==> src/rtl/alu_pkg.sv <==
// Shared widths, ALU opcodes and the ID/EX pipeline register layout.
package alu_pkg;

   localparam int DATA_W     = 16;
   localparam int REG_ADDR_W = 4;

   localparam logic [2:0] ALU_ADD  = 3'b000;
   localparam logic [2:0] ALU_SUB  = 3'b001;
   localparam logic [2:0] ALU_NAND = 3'b010;
   localparam logic [2:0] ALU_XOR  = 3'b011;
   localparam logic [2:0] ALU_INC  = 3'b100;
   localparam logic [2:0] ALU_SRA  = 3'b101;
   localparam logic [2:0] ALU_SRL  = 3'b110;
   localparam logic [2:0] ALU_SLL  = 3'b111;

   typedef struct packed {
      logic                  valid;
      logic [REG_ADDR_W-1:0] rs_addr;
      logic [REG_ADDR_W-1:0] rt_addr;
      logic [REG_ADDR_W-1:0] rd_addr;
      logic [DATA_W-1:0]     rs_data;
      logic [DATA_W-1:0]     rt_data;
      logic [DATA_W-1:0]     imm;
      logic                  use_imm;
      logic [3:0]            shamt;
      logic [2:0]            alu_op;
      logic                  reg_we;
      logic                  mem_rd;
      logic                  mem_wr;
   } id_ex_t;

   localparam id_ex_t ID_EX_BUBBLE = {$bits(id_ex_t){1'b0}};

endpackage

==> src/rtl/fwd_mux.sv <==
// One operand's forwarding select: EX/MEM result beats MEM/WB data beats register file.
module fwd_mux
   import alu_pkg::*;
(
   input  logic [REG_ADDR_W-1:0] src_addr,
   input  logic [DATA_W-1:0]     reg_data,
   input  logic                  exm_reg_we,
   input  logic [REG_ADDR_W-1:0] exm_rd_addr,
   input  logic [DATA_W-1:0]     exm_result,
   input  logic                  mwb_reg_we,
   input  logic [REG_ADDR_W-1:0] mwb_rd_addr,
   input  logic [DATA_W-1:0]     mwb_data,
   output logic [DATA_W-1:0]     fwd_data
);

   logic src_nonzero_s;
   logic exm_hit_s;
   logic mwb_hit_s;

   assign src_nonzero_s = (src_addr != {REG_ADDR_W{1'b0}});
   assign exm_hit_s     = exm_reg_we & src_nonzero_s & (exm_rd_addr == src_addr);
   assign mwb_hit_s     = mwb_reg_we & src_nonzero_s & (mwb_rd_addr == src_addr);

   // Priority select of the freshest in-flight value.
   always_comb begin
      fwd_data = reg_data;
      if (exm_hit_s) begin
         fwd_data = exm_result;
      end else if (mwb_hit_s) begin
         fwd_data = mwb_data;
      end else begin
         fwd_data = reg_data;
      end
   end

endmodule

==> src/rtl/id_ex_stage.sv <==
// ID/EX pipeline register with rs/rt forwarding and a one-cycle load-use interlock.
module id_ex_stage
   import alu_pkg::*;
(
   input  logic                  clk,
   input  logic                  rst,
   input  logic                  id_valid,
   input  logic [REG_ADDR_W-1:0] id_rs_addr,
   input  logic [REG_ADDR_W-1:0] id_rt_addr,
   input  logic [REG_ADDR_W-1:0] id_rd_addr,
   input  logic [DATA_W-1:0]     id_rs_data,
   input  logic [DATA_W-1:0]     id_rt_data,
   input  logic [DATA_W-1:0]     id_imm,
   input  logic                  id_use_imm,
   input  logic [3:0]            id_shamt,
   input  logic [2:0]            id_alu_op,
   input  logic                  id_reg_we,
   input  logic                  id_mem_rd,
   input  logic                  id_mem_wr,
   input  logic                  exm_reg_we,
   input  logic [REG_ADDR_W-1:0] exm_rd_addr,
   input  logic [DATA_W-1:0]     exm_result,
   input  logic                  mwb_reg_we,
   input  logic [REG_ADDR_W-1:0] mwb_rd_addr,
   input  logic [DATA_W-1:0]     mwb_data,
   input  logic                  stall_in,
   input  logic                  flush,
   output logic                  id_ready,
   output logic                  ex_valid,
   output logic [DATA_W-1:0]     ex_data_one,
   output logic [DATA_W-1:0]     ex_data_two,
   output logic [3:0]            ex_shift,
   output logic [2:0]            ex_control,
   output logic [DATA_W-1:0]     ex_store_data,
   output logic [REG_ADDR_W-1:0] ex_rd_addr,
   output logic                  ex_reg_we,
   output logic                  ex_mem_rd,
   output logic                  ex_mem_wr
);

   id_ex_t            ex_r;
   id_ex_t            ex_next_s;
   id_ex_t            id_fields_s;
   logic              load_use_s;
   logic [DATA_W-1:0] fwd_rs_s;
   logic [DATA_W-1:0] fwd_rt_s;

   // A load in EX cannot feed a dependent in ID until it reaches WB.
   assign load_use_s = ex_r.valid & ex_r.mem_rd & ex_r.reg_we
                     & (ex_r.rd_addr != {REG_ADDR_W{1'b0}}) & id_valid
                     & ((id_rs_addr == ex_r.rd_addr) | (id_rt_addr == ex_r.rd_addr));

   assign id_ready = ~stall_in & ~load_use_s;

   assign id_fields_s = '{valid:   id_valid,
                          rs_addr: id_rs_addr,
                          rt_addr: id_rt_addr,
                          rd_addr: id_rd_addr,
                          rs_data: id_rs_data,
                          rt_data: id_rt_data,
                          imm:     id_imm,
                          use_imm: id_use_imm,
                          shamt:   id_shamt,
                          alu_op:  id_alu_op,
                          reg_we:  id_reg_we,
                          mem_rd:  id_mem_rd,
                          mem_wr:  id_mem_wr};

   // Next-state select: flush > stall > load-use bubble > capture.
   always_comb begin
      ex_next_s = ID_EX_BUBBLE;
      if (flush) begin
         ex_next_s = ID_EX_BUBBLE;
      end else if (stall_in) begin
         ex_next_s = ex_r;
      end else if (load_use_s) begin
         ex_next_s = ID_EX_BUBBLE;
      end else if (id_valid) begin
         ex_next_s = id_fields_s;
      end else begin
         ex_next_s = ID_EX_BUBBLE;
      end
   end

   // EX register with synchronous reset.
   always_ff @(posedge clk) begin
      if (rst) begin
         ex_r <= ID_EX_BUBBLE;
      end else begin
         ex_r <= ex_next_s;
      end
   end

   fwd_mux u_fwd_rs (
      .src_addr    (ex_r.rs_addr),
      .reg_data    (ex_r.rs_data),
      .exm_reg_we  (exm_reg_we),
      .exm_rd_addr (exm_rd_addr),
      .exm_result  (exm_result),
      .mwb_reg_we  (mwb_reg_we),
      .mwb_rd_addr (mwb_rd_addr),
      .mwb_data    (mwb_data),
      .fwd_data    (fwd_rs_s)
   );

   fwd_mux u_fwd_rt (
      .src_addr    (ex_r.rt_addr),
      .reg_data    (ex_r.rt_data),
      .exm_reg_we  (exm_reg_we),
      .exm_rd_addr (exm_rd_addr),
      .exm_result  (exm_result),
      .mwb_reg_we  (mwb_reg_we),
      .mwb_rd_addr (mwb_rd_addr),
      .mwb_data    (mwb_data),
      .fwd_data    (fwd_rt_s)
   );

   assign ex_valid      = ex_r.valid;
   assign ex_data_one   = fwd_rs_s;
   assign ex_data_two   = ex_r.use_imm ? ex_r.imm : fwd_rt_s;
   assign ex_store_data = fwd_rt_s;
   assign ex_shift      = ex_r.shamt;
   assign ex_control    = ex_r.alu_op;
   assign ex_rd_addr    = ex_r.rd_addr;
   assign ex_reg_we     = ex_r.reg_we;
   assign ex_mem_rd     = ex_r.mem_rd;
   assign ex_mem_wr     = ex_r.mem_wr;

endmodule

==> config.mk <==
export PLATFORM = sky130hd
export DESIGN_NAME = id_ex_stage
export DESIGN_NICKNAME = d
export VERILOG_FILES = /design/src/rtl/alu_pkg.sv /design/src/rtl/fwd_mux.sv /design/src/rtl/id_ex_stage.sv
export SDC_FILE = /design/constraint.sdc
export NUM_CORES = 1
export LEC_CHECK = 0
export BUFFER_PORTS_ARGS = -buffer_cell sky130_fd_sc_hd__buf_4
export CORE_MARGIN = 4
export CORE_UTILIZATION = 51
export DETAILED_ROUTE_END_ITERATION = 8
export GPL_TIMING_DRIVEN = 0
export PLACE_DENSITY = 0.86
export REMOVE_ABC_BUFFERS = 1
export SLEW_MARGIN = 10
export SYNTH_ARGS = -nofsm -noshare
export SYNTH_HDL_FRONTEND = slang
export SYNTH_SLANG_ARGS = --single-unit
==> constraint.sdc <==
create_clock -name clk -period 5.1 [get_ports clk]
set_clock_uncertainty 0.2 [all_clocks]
set_input_delay 0.765 -clock clk [delete_from_list [all_inputs] [get_ports clk]]
set_output_delay 0.765 -clock clk [all_outputs]
set_load 0.05 [all_outputs]
==> results.txt <==
Status: finished, final reports clean
Endpoints failing setup: 0
P_leak: 2.09 nW
Die Wd: 96.0 um
GPL Wtd Cong: 0.797
Worst slew pin tran: 0.920 ns
Design Area, Final: 5390 um^2
Worst EP required: 4.14 ns
Post-Synthesis Cells: 452
Vias in the first global route: 4,041
Mapped cell area: 3950 um^2
Die Span Y: 96.0 um
Slew Viols, Final: 0
Drt wl/cell: 18.7 um
Clk_lat worst skew: 0.33 ns
Top Ports: 182
RSZ-0062 raised after global routing: false
Crit path DAT: 3.40 ns
Clock sink count: 72
Final Hold Viols: 0
Number of routed nets with antenna violations: 0
Placement Setup Slack: 0.798 ns
Synth Register Bits: 72
Post-cts resize count: 0
Worst-path maximum fanout: 17
Fill count: 596
Sequential Area: 1440 um^2
Fin cells: 692
DR DRC count: 0
Area grow syn2layout: 36.6%
Tmin final: 4.36 ns
Largest net degree at the start of global routing: 75
Max clock buf depth: 2
Nets: 708
Vias: 4,213
DRT Pass-1 Iters: 5
First-pass GRT wire length: 19,900 um
Hold WC Path Type: flip-flop to flip-flop
Synth cell types: 34
Placed Area: 5240 um^2
CTS tree: done
# diodes: 0
Root buf cell: clkbuf_8
Sequential element share of the synthesized area: 0.365
Most frequent cells in the layout: 181 x buf_4, 74 x nor2_1, 72 x dfxtp_1
Max-slew headroom: 0.387
CTS buffer count: 9
CTS clk-pin slew, worst paths: 0.07 ns
H-tree Lvls: 3
Worst hold slack: 0.282 ns
Critical path capture point type: output port
Core ar.: 7370 um^2
Hold-fix buffers, CTS: 0
PD cells: 224 nW/um^2
Post-route setup slack: 0.736 ns
Multi-input gate area: 2230 um^2
DR vias/cell: 6.09
Detailed Route WL: 12,900 um
Initial antenna violation count: 0
Yosys warnings: 0
Total negative slack: 0 ns
Commonest non-fill, non-tap cell in the layout: buf_4
Post-DP HPWL: 8990 um
Worst IR drop on VDD: 0.000148 V
Num rows: 31
Final worst path period share: 0.856
Ys async rst share: 0
GR Util All Layers: 0.276
Crit Path Class: input pin to output port
Placed Cells: 678
Prevailing post-synth register cell: dfxtp_1
Share of cells above drive strength 1: 0.403
Number of synthesized flops with an enable pin: 0
Die area: 9210 um^2
Element type at the critical path start: input pin
Max Fclk: 229 MHz
Post-CTS Setup Inserts: 0
Max Cap Viol: 0
Gr ovfl total: 0
Post-synthesis average cell area: 8.74 um^2
Port-buffer cells: 181
Initial core utilization: 0.536
DR iter-0 viols: 220
==> area by class of cell <==
class | count | share of cell area
clock buffer | 13 | 0.0276
clock inverter | 1 | 0.000928
multi-input combinational | 322 | 0.414
sequential | 72 | 0.267
tap | 99 | 0.0230
timing repair buffer | 185 | 0.267
==> per-stage QoR <==
| stage | total power [mW] | utilization |
|---|---|---|
| after floorplan | 0.709 | - |
| after global placement | 0.830 | 0.696 |
| after detailed placement | 0.839 | 0.711 |
| after CTS | 1.21 | 0.732 |
| after global routing | 1.25 | 0.732 |
| final | 1.21 | 0.732 |
==> layer usage <==
| metal | vias up | wire (um) | global-route usage |
|---|---|---|---|
| met3 | 25 | 1430 | 0.0633 |
| li1 | 1967 | - | - |
| met5 | - | 0 | 0 |
| met4 | 0 | 274 | 0.124 |
| met2 | 235 | 6490 | 0.478 |
| met1 | 1986 | 4730 | 0.322 |
==> logic make-up after synthesis <==
family                    Yosys count  synth area share
muxes                              32            0.0862
xor gates and xnor gates           21            0.0466
buffers and inverters              58            0.0760
and+or+nand+nor                   145             0.174
DFF                                72             0.365
AOI/OAI and AO/OA                 124             0.252
==> report_power, final <==
part | internal, mW | total (mW) | switching (mW)
clock | 0.185 | 0.377 | 0.193
combinational | 0.109 | 0.246 | 0.137
sequential | 0.574 | 0.582 | 0.00874
total | 0.867 | 1.21 | 0.338
==> cells in the mapped netlist, types with 9 or more instances <==
cell | number | share of area
nor2_1 | 74 | 0.070
dfxtp_1 | 72 | 0.37
a32oi_1 | 71 | 0.16
clkbuf_1 | 30 | 0.029
o21ai_0 | 25 | 0.032
nand2_1 | 19 | 0.018
nor3_1 | 17 | 0.022
mux2_2 | 16 | 0.046
mux2i_1 | 16 | 0.041
buf_4 | 15 | 0.029
xnor2_1 | 13 | 0.029
a31oi_2 | 10 | 0.032
nand3_2 | 10 | 0.025
buf_1 | 9 | 0.0086
==> final timing paths <==
path                                    from                    end  slack [ns]  cells after the start
setup / recovery              exm_rd_addr[2]        ex_data_two[15]        0.74                      7
hold reg to reg        ex_r[30]$_SDFFE_PP0N_  ex_r[30]$_SDFFE_PP0N_        0.28                      2
setup reg to reg  ex_rd_addr[1]$_SDFFE_PP0N_  ex_r[47]$_SDFFE_PP0N_        2.81                      7
hold / removal         ex_r[30]$_SDFFE_PP0N_  ex_r[30]$_SDFFE_PP0N_        0.28                      2
==> state kept, by name (all words and copies together), names as in the netlist <==
name / flops
ex_r: 57
ex_mem_rd: 1
ex_control: 3
ex_rd_addr: 4
ex_shift: 4
ex_mem_wr: 1
ex_reg_we: 1
ex_valid: 1
==> worst max-delay path, stage by stage <==
cell and delay (ns):
buf_4 0.12, xnor2_1 0.16, nand4_1 0.71, or2_1 0.83, a31oi_1 0.39, mux2_2 0.21, buf_4 0.19
No activity file was read; power rests on OpenSTA's default activity.
